`src/rtl/bp_be_multi_issue_queue.sv`:
```
// bp_be_multi_issue_queue
// N-lane issue queue between the FE queue and the BE scheduler. Entries are
// enqueued up to lanes_p per cycle, read speculatively through a
// combinational dequeue window at the read pointer, and retired by commit
// count. Roll rewinds the read pointer to the commit pointer; clr flushes
// everything that has not been committed.
//
// Three pointers, each carrying one extra wrap bit above the index:
//   cptr <= rptr <= wptr   (modulo 2^ptr_width_lp)
//   [cptr, rptr) : read speculatively, awaiting commit
//   [rptr, wptr) : not yet read, presented on the dequeue lanes
module bp_be_multi_issue_queue #(
  parameter  int lanes_p       = 2,
  parameter  int entry_width_p = 128,
  parameter  int depth_p       = 16,
  localparam int ptr_width_lp  = $clog2(depth_p) + 1,
  localparam int cnt_width_lp  = $clog2(lanes_p + 1)
) (
  input  logic                             clk_i,
  input  logic                             reset_i,

  input  logic [lanes_p*entry_width_p-1:0] enq_data_i,
  input  logic [lanes_p-1:0]               enq_v_i,
  output logic                             enq_ready_o,

  output logic [lanes_p*entry_width_p-1:0] deq_data_o,
  output logic [lanes_p-1:0]               deq_v_o,
  input  logic [cnt_width_lp-1:0]          deq_cnt_i,

  input  logic [cnt_width_lp-1:0]          commit_cnt_i,
  input  logic                             roll_i,
  input  logic                             clr_i,

  output logic                             empty_o,
  output logic                             full_o,
  output logic [ptr_width_lp-1:0]          count_o
);

  localparam int idx_width_lp = $clog2(depth_p);

  logic [ptr_width_lp-1:0]  wptr_q, wptr_d;
  logic [ptr_width_lp-1:0]  rptr_q, rptr_d;
  logic [ptr_width_lp-1:0]  cptr_q, cptr_d;

  logic [entry_width_p-1:0] mem_q [depth_p];

  logic [ptr_width_lp-1:0]  unread;      // wptr - rptr
  logic [ptr_width_lp-1:0]  speculative; // rptr - cptr
  logic [ptr_width_lp-1:0]  cptr_adv;
  logic [cnt_width_lp-1:0]  enq_cnt;
  logic [cnt_width_lp-1:0]  deq_avail;
  logic [lanes_p-1:0]       enq_v_inc;
  logic                     enq_fire;

  // Status flags come straight from the registered pointers; occupancy counts
  // everything not yet committed, so commits free space only a cycle later.
  assign count_o     = wptr_q - cptr_q;
  assign unread      = wptr_q - rptr_q;
  assign speculative = rptr_q - cptr_q;
  assign empty_o     = (rptr_q == wptr_q);
  assign full_o      = (count_o == ptr_width_lp'(depth_p));
  assign enq_ready_o = ((ptr_width_lp'(depth_p) - count_o) >= ptr_width_lp'(lanes_p));

  // A flush wins over any enqueue in the same cycle.
  assign enq_fire    = enq_ready_o & (|enq_v_i) & ~clr_i;

  // Number of valid enqueue lanes (lanes are contiguous from lane 0).
  always_comb begin
    // NOTE: every always_comb output gets a default first so no path leaves it unassigned (no latch).
    enq_cnt = '0;
    for (int i = 0; i < lanes_p; i++) begin
      enq_cnt = enq_cnt + cnt_width_lp'(enq_v_i[i]);
    end
  end

  // Dequeue window: lane i shows the entry at rptr+i while it is unread.
  always_comb begin
    logic [idx_width_lp-1:0] rd_idx;
    deq_v_o    = '0;
    deq_data_o = '0;
    rd_idx     = '0;
    for (int i = 0; i < lanes_p; i++) begin
      rd_idx     = rptr_q[idx_width_lp-1:0] + idx_width_lp'(i);
      deq_v_o[i] = (ptr_width_lp'(i) < unread);
      deq_data_o[i*entry_width_p +: entry_width_p] = mem_q[rd_idx];
    end
  end

  // Pointer next state: clr beats roll, roll beats a normal dequeue.
  always_comb begin
    cptr_adv = cptr_q + ptr_width_lp'(commit_cnt_i);
    cptr_d   = cptr_adv;
    rptr_d   = rptr_q + ptr_width_lp'(deq_cnt_i);
    wptr_d   = enq_fire ? (wptr_q + ptr_width_lp'(enq_cnt)) : wptr_q;
    if (clr_i) begin
      rptr_d = cptr_adv;
      wptr_d = cptr_adv;
    end else if (roll_i) begin
      rptr_d = cptr_adv;
    end
  end

  // Pointer registers, cleared asynchronously.
  always_ff @(posedge clk_i or posedge reset_i) begin
    if (reset_i) begin
      // NOTE: sequential state uses non-blocking assignments so every flop samples pre-edge values.
      wptr_q <= '0;
      rptr_q <= '0;
      cptr_q <= '0;
    end else begin
      wptr_q <= wptr_d;
      rptr_q <= rptr_d;
      cptr_q <= cptr_d;
    end
  end

  // Entry storage: each valid lane lands at wptr+i; visible from the next cycle.
  always_ff @(posedge clk_i) begin
    // NOTE: storage has no reset; the pointers alone decide which entries are meaningful.
    for (int i = 0; i < lanes_p; i++) begin
      if (enq_fire && enq_v_i[i]) begin
        mem_q[wptr_q[idx_width_lp-1:0] + idx_width_lp'(i)] <=
          enq_data_i[i*entry_width_p +: entry_width_p];
      end
    end
  end

  // Interface-usage checks: contiguous enqueue lanes, no over-dequeue, no over-commit.
  assign enq_v_inc = enq_v_i + lanes_p'(1);
  assign deq_avail = (unread >= ptr_width_lp'(lanes_p)) ? cnt_width_lp'(lanes_p)
                                                       : unread[cnt_width_lp-1:0];

  always @(posedge clk_i) begin
    if (!reset_i) begin
      assert ((enq_v_i & enq_v_inc) == '0);
      assert (deq_cnt_i <= deq_avail);
      assert (ptr_width_lp'(commit_cnt_i) <= speculative);
    end
  end

endmodule

```
`config.mk`:
```
export PLATFORM = sky130hd
export DESIGN_NAME = bp_be_multi_issue_queue
export DESIGN_NICKNAME = d
export VERILOG_FILES = /design/src/rtl/bp_be_multi_issue_queue.sv
export SDC_FILE = /design/constraint.sdc
export NUM_CORES = 2
export LEC_CHECK = 0
export BUFFER_PORTS_ARGS = -buffer_cell sky130_fd_sc_hd__buf_4
export CAP_MARGIN = 40
export CORE_MARGIN = 2
export CORE_UTILIZATION = 45
export DETAILED_ROUTE_END_ITERATION = 7
export GPL_TIMING_DRIVEN = 1
export PLACE_DENSITY = 0.64
export SYNTH_ARGS = -nofsm -noshare
export SYNTH_HDL_FRONTEND = slang
export SYNTH_SLANG_ARGS = --single-unit
```
`constraint.sdc`:
```
create_clock -name clk_i -period 13.8 [get_ports clk_i]
set_clock_uncertainty 0.2 [all_clocks]
set_input_delay 0.69 -clock clk_i [delete_from_list [all_inputs] [get_ports clk_i]]
set_output_delay 0.69 -clock clk_i [all_outputs]
set_load 0.05 [all_outputs]
```
==> results.json <==
{
  "status": "finished clean",
  "wl_um": 397000,
  "async_flop_share_pct": 0.727,
  "clockRootBuffer": "clkbuf_16",
  "fp.dieArea_mm2": 0.269,
  "syn-mean-instance-area_um2": 18.5,
  "via_per_inst": 6.71,
  "peakVddDrop_mv": 0.379,
  "tightest_slew_ps": 1130,
  "finalHoldViolCount": 0,
  "synthMostInstantiatedCell": "edfxtp_1",
  "cts_buffers": 237,
  "fp.dieH_um": 518,
  "synth_ff_type": "edfxtp_1",
  "drtAntennaViolNets": 0,
  "port_buffers": 531,
  "die_x_um": 518,
  "htreeDepth": 4,
  "wire_per_inst_um": 37.3,
  "post_cts_buffers": 0,
  "worstPathArrival_ps": 6870,
  "rsz0062_at_grt": "false",
  "drc_errors": 0,
  "cap_violations": 0,
  "clockBufferDepth": 4,
  "synth_top_area_share_pct": 51.7,
  "relSlewSlack_pct": 24.9,
  "hold_class": "in2reg",
  "synth_nets": 6705,
  "row_count": 188,
  "grt_usage_pct": 29.2,
  "dp_hpwl_um": 221000,
  "core_mm2": 0.263,
  "tns_ps": 0,
  "powerDensity_mw_per_mm2": 246,
  "setup_viol_count_final": 0,
  "gp_congestion": 0.796,
  "ctsHoldBuffers": 322,
  "critPathLaunchType": "flop",
  "synth_seq_cells": 2063,
  "finalCritPeriodShare_pct": 56.3,
  "syn_inst": 6417,
  "worstPathRequired_ps": 12910,
  "nNetsFinal": 7224,
  "synth_commonest_cells": "edfxtp_1, mux2_2, mux4_2",
  "grt_pass1_vias": 73600,
  "drt_iter0_drc": 8264,
  "critical_path_class": "reg2out",
  "cts_tree": "yes",
  "cts_sinks": 2063,
  "grt_pass1_wl_um": 564000,
  "start_util_pct": 45.3,
  "grt_max_degree": 135,
  "ios": 532,
  "insertion_delay_ps": 890,
  "synth.distinct_cells": 47,
  "synth_area_mm2": 0.119,
  "dr.pass1.iters": 6,
  "area_growth_pct": 15.8,
  "critPathMaxFanout": 54,
  "postCtsResizedCells": 0,
  "post-route-min-period_ps": 7760,
  "grt.overflow.total": 0,
  "clkTransAtPathRegs_ps": 70,
  "synth_edf_count": 2048,
  "netlist_top_cells_area": "edfxtp_1, mux4_2, mux2_2",
  "ys_seq_area_share_pct": 52.0,
  "synth_top_cell_by_area": "edfxtp_1",
  "yosys_warnings": 0,
  "finalMaxSlewViolations": 0,
  "p_total_mw": 33.9,
  "vias": 71600,
  "antenna_found_initial": 53,
  "fmax_mhz": 129,
  "drive_above_1_share_pct": 60.6,
  "cp-end-kind": "primary output",
  "p_leak_nw": 43.9
}
-- path summary, 6_finish.rpt --
path                       cells after the start             startpoint  slack (ps)                endpoint
setup / recovery                              10    rptr_q[0]$_DFF_PP0_        6040         deq_data_o[232]
hold / removal                                 2        enq_data_i[139]          70  mem_q[4][11]$_DFFE_PP_
setup reg to reg                              13  wptr_q[2]$_DFFE_PP0P_        7070  mem_q[0][81]$_DFFE_PP_
hold reg to reg                                1    cptr_q[4]$_DFF_PP0_         350     cptr_q[4]$_DFF_PP0_
max in group asynchronous                      3                reset_i       12670     rptr_q[1]$_DFF_PP0_
min in group asynchronous                      3                reset_i         250     rptr_q[3]$_DFF_PP0_
-- stage by stage --
step	cell area (µm²)	hold slack, ps	instances	util, %	setup slack (ps)
floorplan	119000	281	6417	-	195
global placement	125000	330	9834	47.7	6800
detailed placement	127000	332	9890	48.3	6860
CTS	138000	1.45	10600	52.4	5880
global route	138000	45.0	10700	52.4	5540
finish	138000	65.5	10700	52.4	6040
-- worst max-delay path, cell delays in order, from the launching register on --
cell	delay [ps]
dfrtp_4	740
buf_4	670
buf_4	760
buf_4	610
buf_4	780
buf_4	770
mux4_2	600
nor2b_1	150
a211oi_1	270
a31oi_1	140
buf_4	250
-- layout make-up --
| type | instances | area, µm² |
|---|---|---|
| inverters | 24 | 97.6 |
| clock inverters | 143 | 1450 |
| multi-input cells | 3546 | 53600 |
| fillers | 21100 | 125000 |
| clock buffers | 288 | 6160 |
| repair buffers | 1064 | 10100 |
| diodes | 23 | 57.6 |
| well taps | 3515 | 4400 |
| flip-flops and latches | 2063 | 61900 |
-- report_power, final --
group          total, mW  internal, mW  switching [mW]
clock network       6.33          3.66            2.66
registers           8.13          7.75           0.375
logic               19.4          7.67            11.7
-- layout by cell type, fill, tap and decap left out, drive strengths merged, types with 3 or more instances in the layout --
master,netlist,routed
nand3,3,3
nor3b,3,3
ha,17,17
inv,23,28
a2111oi,3,3
dlygate4sd3,0,322
a31oi,15,15
or3,8,8
dfrtp,15,15
a21oi,10,10
clkbuf,339,288
fa,5,5
nor3,6,6
xor2,5,5
clkinv,1,101
diode,0,23
nor2b,18,18
a221o,3,3
xnor2,13,13
bufinv,0,27
mux2,2051,2051
nand2,38,38
mux4,1265,1265
a211oi,30,30
clkinvlp,0,11
nand2b,5,5
nor2,19,19
buf,445,742
a21o,6,6
edfxtp,2048,2048
nand4,4,4
-- registers in the layout, indices dropped and copies added (netlist names) --
register and cells:
cptr_q 5, mem_q 2048, rptr_q 5, wptr_q 5
-- metal layers --
layer	up-vias	GRT usage (%)	wire, µm
li1	28100	-	-
met1	38700	39.7	155000
met2	3908	47.3	192000
met3	736	5.73	36200
met4	38	9.29	13400
met5	-	0	261
-- logic make-up after synthesis --
logic type	after synthesis	synth area share, %
xor+xnor	19	0.151
mux	3318	43.4
compound gates	78	0.500
flops	2063	52.0
buf+inv	808	3.23
simple gates	109	0.447
fa+ha+maj	22	0.263
Note: power is estimated with default switching activity, not from simulation.
